**src/rtl/alu_out_stage.sv**
```systemverilog
// ============================================================================
// Module   : alu_out_stage
// Summary  : Registered ALU result select stage with a 2-entry skid buffer.
//            Optional sticky compare-range check is enabled by ALU_CMP_CHECK_EN.
// Revision : 1.0 - initial release
// ============================================================================
`default_nettype none

module alu_out_stage #(
    parameter int DATA_WIDTH = 4,
    parameter int RES_WIDTH  = 8
) (
    input  logic                  CLK,
    input  logic                  RST,
    input  logic [3:0]            ALU_FUN,
    input  logic [RES_WIDTH-1:0]  ARITH_OUT,
    input  logic [DATA_WIDTH-1:0] LOGIC_OUT,
    input  logic [DATA_WIDTH-1:0] CMP_OUT,
    input  logic [DATA_WIDTH-1:0] SHIFT_OUT,
    input  logic                  IN_VALID,
    output logic                  IN_READY,
    output logic [RES_WIDTH-1:0]  ALU_OUT,
    output logic                  ARITH_FLAG,
    output logic                  LOGIC_FLAG,
    output logic                  CMP_FLAG,
    output logic                  SHIFT_FLAG,
    output logic                  ZERO_FLAG,
`ifdef ALU_CMP_CHECK_EN
    output logic                  CMP_ERR,
`endif
    output logic                  OUT_VALID,
    input  logic                  OUT_READY
);

    typedef enum logic [1:0] {
        S_EMPTY = 2'd0,
        S_ONE   = 2'd1,
        S_FULL  = 2'd2
    } state_t;

    state_t                 state_q, state_d;
    logic                   in_ready_q;
    logic [RES_WIDTH-1:0]   main_data_q, skid_data_q;
    logic [3:0]             main_tag_q,  skid_tag_q;
    logic                   main_zero_q, skid_zero_q;

    logic                   in_xfer, out_xfer;
    logic                   load_main, load_skid, pop_skid;
    logic [RES_WIDTH-1:0]   cap_data;
    logic [3:0]             cap_tag;
    logic                   cap_zero;
    logic                   unused_fun_bits;

    assign unused_fun_bits = ^ALU_FUN[1:0];

    assign in_xfer  = IN_VALID & in_ready_q;
    assign out_xfer = OUT_READY & (state_q != S_EMPTY);

    // Tag order is {ARITH, LOGIC, CMP, SHIFT}; narrow results zero-extend.
    always_comb begin
        cap_data = '0;
        cap_tag  = 4'b0000;
        case (ALU_FUN[3:2])
            2'b00: begin
                cap_data = ARITH_OUT;
                cap_tag  = 4'b1000;
            end
            2'b01: begin
                cap_data[DATA_WIDTH-1:0] = LOGIC_OUT;
                cap_tag                  = 4'b0100;
            end
            2'b10: begin
                cap_data[DATA_WIDTH-1:0] = CMP_OUT;
                cap_tag                  = 4'b0010;
            end
            default: begin
                cap_data[DATA_WIDTH-1:0] = SHIFT_OUT;
                cap_tag                  = 4'b0001;
            end
        endcase
        cap_zero = (cap_data == '0);
    end

    always_comb begin
        state_d   = state_q;
        load_main = 1'b0;
        load_skid = 1'b0;
        pop_skid  = 1'b0;
        case (state_q)
            S_EMPTY: begin
                if (in_xfer) begin
                    load_main = 1'b1;
                    state_d   = S_ONE;
                end
            end
            S_ONE: begin
                if (in_xfer && out_xfer) begin
                    load_main = 1'b1;
                end else if (in_xfer) begin
                    load_skid = 1'b1;
                    state_d   = S_FULL;
                end else if (out_xfer) begin
                    state_d   = S_EMPTY;
                end
            end
            S_FULL: begin
                if (out_xfer) begin
                    pop_skid = 1'b1;
                    state_d  = S_ONE;
                end
            end
            default: state_d = S_EMPTY;
        endcase
    end

    always_ff @(posedge CLK) begin
        if (!RST) begin
            state_q     <= S_EMPTY;
            in_ready_q  <= 1'b0;
            main_data_q <= '0;
            main_tag_q  <= 4'b0000;
            main_zero_q <= 1'b0;
            skid_data_q <= '0;
            skid_tag_q  <= 4'b0000;
            skid_zero_q <= 1'b0;
        end else begin
            state_q    <= state_d;
            in_ready_q <= (state_d != S_FULL);
            if (load_main) begin
                main_data_q <= cap_data;
                main_tag_q  <= cap_tag;
                main_zero_q <= cap_zero;
            end else if (pop_skid) begin
                main_data_q <= skid_data_q;
                main_tag_q  <= skid_tag_q;
                main_zero_q <= skid_zero_q;
            end
            if (load_skid) begin
                skid_data_q <= cap_data;
                skid_tag_q  <= cap_tag;
                skid_zero_q <= cap_zero;
            end
        end
    end

`ifdef ALU_CMP_CHECK_EN
    logic cmp_err_q;

    always_ff @(posedge CLK) begin
        if (!RST) begin
            cmp_err_q <= 1'b0;
        end else if (in_xfer && (ALU_FUN[3:2] == 2'b10) && (CMP_OUT > 1)) begin
            cmp_err_q <= 1'b1;
        end
    end

    assign CMP_ERR = cmp_err_q;
`endif

    assign IN_READY   = in_ready_q;
    assign OUT_VALID  = (state_q != S_EMPTY);
    assign ALU_OUT    = main_data_q;
    assign ARITH_FLAG = main_tag_q[3];
    assign LOGIC_FLAG = main_tag_q[2];
    assign CMP_FLAG   = main_tag_q[1];
    assign SHIFT_FLAG = main_tag_q[0];
    assign ZERO_FLAG  = main_zero_q;

endmodule

`default_nettype wire
```
**config.mk**
```make
export PLATFORM = sky130hd
export DESIGN_NAME = alu_out_stage
export DESIGN_NICKNAME = d
export VERILOG_FILES = /design/src/rtl/alu_out_stage.sv
export SDC_FILE = /design/constraint.sdc
export NUM_CORES = 1
export LEC_CHECK = 0
export ABC_AREA = 1
export BUFFER_PORTS_ARGS = -buffer_cell sky130_fd_sc_hd__buf_4
export CAP_MARGIN = 10
export CORE_MARGIN = 2
export CORE_UTILIZATION = 54
export CTS_BUF_LIST = sky130_fd_sc_hd__clkbuf_16
export CTS_CLUSTER_SIZE = 40
export DETAILED_ROUTE_END_ITERATION = 10
export PLACE_DENSITY = 0.87
export SETUP_SLACK_MARGIN = 0.4
export SLEW_MARGIN = 10
export SYNTH_ARGS = -nofsm -noshare
export SYNTH_HDL_FRONTEND = slang
export SYNTH_SLANG_ARGS = --single-unit
```
**constraint.sdc**
```tcl
create_clock -name CLK -period 2.57 [get_ports CLK]
set_input_delay 0.257 -clock CLK [delete_from_list [all_inputs] [get_ports CLK]]
set_output_delay 0.257 -clock CLK [all_outputs]
set_load 0.01 [all_outputs]
```
==> impl_metrics.ini <==
[power]
p_sw_frac = 0.258
p_switching_mw = 0.312
p_clk_frac = 0.451
combPwrFrac = 0.151
pwr-share-seq = 0.397
leakagePower_nw = 0.830
power.density_nw_per_um2 = 636
vdd_drop_max_mv = 0.814
power.internal_mw = 0.899

[setup_path]
cp-end-kind = flop
worstPathRequired_ns = 2.77
worst_ep_arrival_time_ns = 1.83
cp-endpoint = ZERO_FLAG$_SDFFE_PN0P_
slowest_delay_ns = 0.33
critical_path_peak_fanout = 15
r2r_start = state_q[1]$_SDFF_PN0_
cp-startpoint = state_q[1]$_SDFF_PN0_
reg2reg_to = ZERO_FLAG$_SDFFE_PN0P_
start_kind = flop
reg2reg_depth = 7
crit_slowest_cell = dfxtp_1
path_cells = inv_2, nand3_4, nor2_8, inv_4, o31ai_4, o21ai_0, a21oi_1
reg2reg_setup_slack_ns = 0.95
crit_type = flop to flop

[synth]
synthesis.nets = 219
yosysUniqueCellTypes = 26
ys_seq_elements = 29
syn-cell-area_um2 = 1460
ys_seq_area_frac = 0.397
yosys_warnings = 0
synthCells = 191
syn_avg_cell_area_um2 = 7.65

[timing]
fin_crit_ns = 1.62
achievable-frequency_mhz = 616
hold_viol_final = 0
slew_viol_final = 0
fin_worst_skew_ns = 0.00538
setup_tns_ns = 0
period_share = 0.631
rsz0062_at_grt = false
maxSlewHeadroom = 0.581
setup_viol = 0
worst_pin_slew_ns = 0.628

[hold_path]
hold_path_depth = 3
worstHoldPathType = input port to flop

[clock_network]
cts_setup_buffers = 0
tritoncts = done
cts.sinks = 29
clockBufferDepth = 2
clkTransAtPathRegs_ns = 0.05
cts.htree.levels = 2
hold_buffers = 0
root_buffer = clkbuf_16
insertion_delay_ns = 0.28
numCtsBuffers = 5
postCtsResizedCells = 0

[global_routing]
grt_pass1_vias = 1352
grt_usage = 0.240
grt_max_degree = 24
antenna_found_initial = 0
grt_pass1_wl_mm = 5.93
overflow = 0

[route]
vias = 1438
post_drt_via_cell_ratio = 5.47
first_pass_iters = 4
drt_iter0_drc = 40
ant_nets = 0
wl_mm = 3.52
drc = 0
routedWlPerCell_um = 13.4

[placed_design]
port_buffers = 40
gp_congestion = 0.807
dpl.hpwl_mm = 2.33
numPlacedInstances = 255
placed_area_um2 = 1770

[finish]
drive_above_1_share = 0.352
finish.instance_area_um2 = 1900
layout.cells.non_filler = 263
layout.nets = 260
diodes = 0
syn2layout_area_growth_pct = 30.3

[die]
num_io_pins = 43
fp.dieArea_um2 = 3140
fp.dieH_um = 56.0
fp.dieW_um = 56.0
rows = 18
core_um2 = 2520
initial_utilization = 0.579

[status]
status = completed

[run]
cap_violations = 0
[routing by layer]
layer  part of all wire  track usage  vias to the layer above
met5                  0            0                        -
met2               0.48        0.413                       59
met3              0.071       0.0628                        9
met1               0.43        0.282                      651
li1                   -            -                      719
met4              0.018       0.0952                        0
[worst min-delay path by stage]
stage,startpoint,end
floorplan,RST,ZERO_FLAG$_SDFFE_PN0P_
global placement,skid_data_q[4]$_SDFFE_PN0P_,skid_data_q[4]$_SDFFE_PN0P_
detailed placement,skid_data_q[7]$_SDFFE_PN0P_,ALU_OUT[7]$_SDFFE_PN0P_
CTS,RST,skid_tag_q[1]$_SDFFE_PN0P_
global route,ALU_FUN[2],skid_tag_q[0]$_SDFFE_PN0P_
finish,ALU_FUN[2],skid_tag_q[0]$_SDFFE_PN0P_
[cell usage after synthesis (all sizes together)]
master  number  area, um^2
nand2       40         158
nand4        3        18.8
nand3        7        47.6
clkbuf       2        7.51
or2          1        6.26
dfxtp       29         581
o221ai       1        8.76
o31ai        1        21.3
nor2        24         121
a31oi        2        18.8
buf          5        33.8
o21ai       25         125
inv         17        68.8
a21oi       34         245
[state kept, by name (all words and copies together), names as in the netlist]
register	cells
IN_READY	1
ALU_OUT	8
skid_tag_q	4
skid_data_q	8
skid_zero_q	1
main_tag_q	4
ZERO_FLAG	1
state_q	2
[cell type report]
class	count	area [um^2]
multi-input cells	138	771
fillers	199	618
flip-flops and latches	29	581
repair buffers	41	308
clock buffers	5	125
inverters	17	68.8
well taps	30	37.5
clock inverters	3	13.8
[worst max-delay path, delay by kind of cell, from the launching register on]
kind | cells | cell delay, ns
compound gates | 3 | 0.51
buf+inv | 2 | 0.30
flops | 1 | 0.33
simple gates | 2 | 0.41
[layout by cell type, fill, tap and decap left out]
cell and instances:
a21oi_1 14, a21oi_2 20, a31oi_1 1, a31oi_2 1, buf_4 41, clkbuf_16 5
clkinv_2 2, dfxtp_1 29, inv_1 13, inv_2 3, inv_4 2, nand2_1 39
nand2_4 1, nand3_1 6, nand3_4 1, nand4_1 3, nor2_1 19, nor2_2 3
nor2_4 1, nor2_8 1, o21ai_0 13, o21ai_1 12, o221ai_1 1, o31ai_4 1
or2_1 1
[through the flow]
step | power, mW | hold WS (ns) | util | setup slack [ns]
finish | 1.21 | 0.351 | 0.755 | 0.947
floorplan | 0.596 | 0.395 | - | 1.32
global route | 1.25 | 0.361 | 0.755 | 0.851
global placement | 0.668 | 0.448 | 0.700 | 1.02
CTS | 1.21 | 0.348 | 0.755 | 0.946
detailed placement | 0.671 | 0.453 | 0.700 | 0.973
[power groups by stage]
stage          combinational (mW)  sequential, mW  clock [mW]
3_3_place_gp                0.179           0.489           0
5_1_grt                     0.202           0.483       0.568
3_5_place_dp                0.181           0.490           0
4_1_cts                     0.183           0.481       0.548
6_report                    0.183           0.481       0.546
2_1_floorplan               0.100           0.496           0
[cell families (layout without fill, tap and decap cells)]
family          after synthesis  after routing  share of synthesized area
buf+inv                      24             66                     0.0753
simple gates                 75             75                      0.241
compound gates               63             63                      0.287
flops                        29             29                      0.397
No activity file was read; power rests on OpenSTA's default activity.
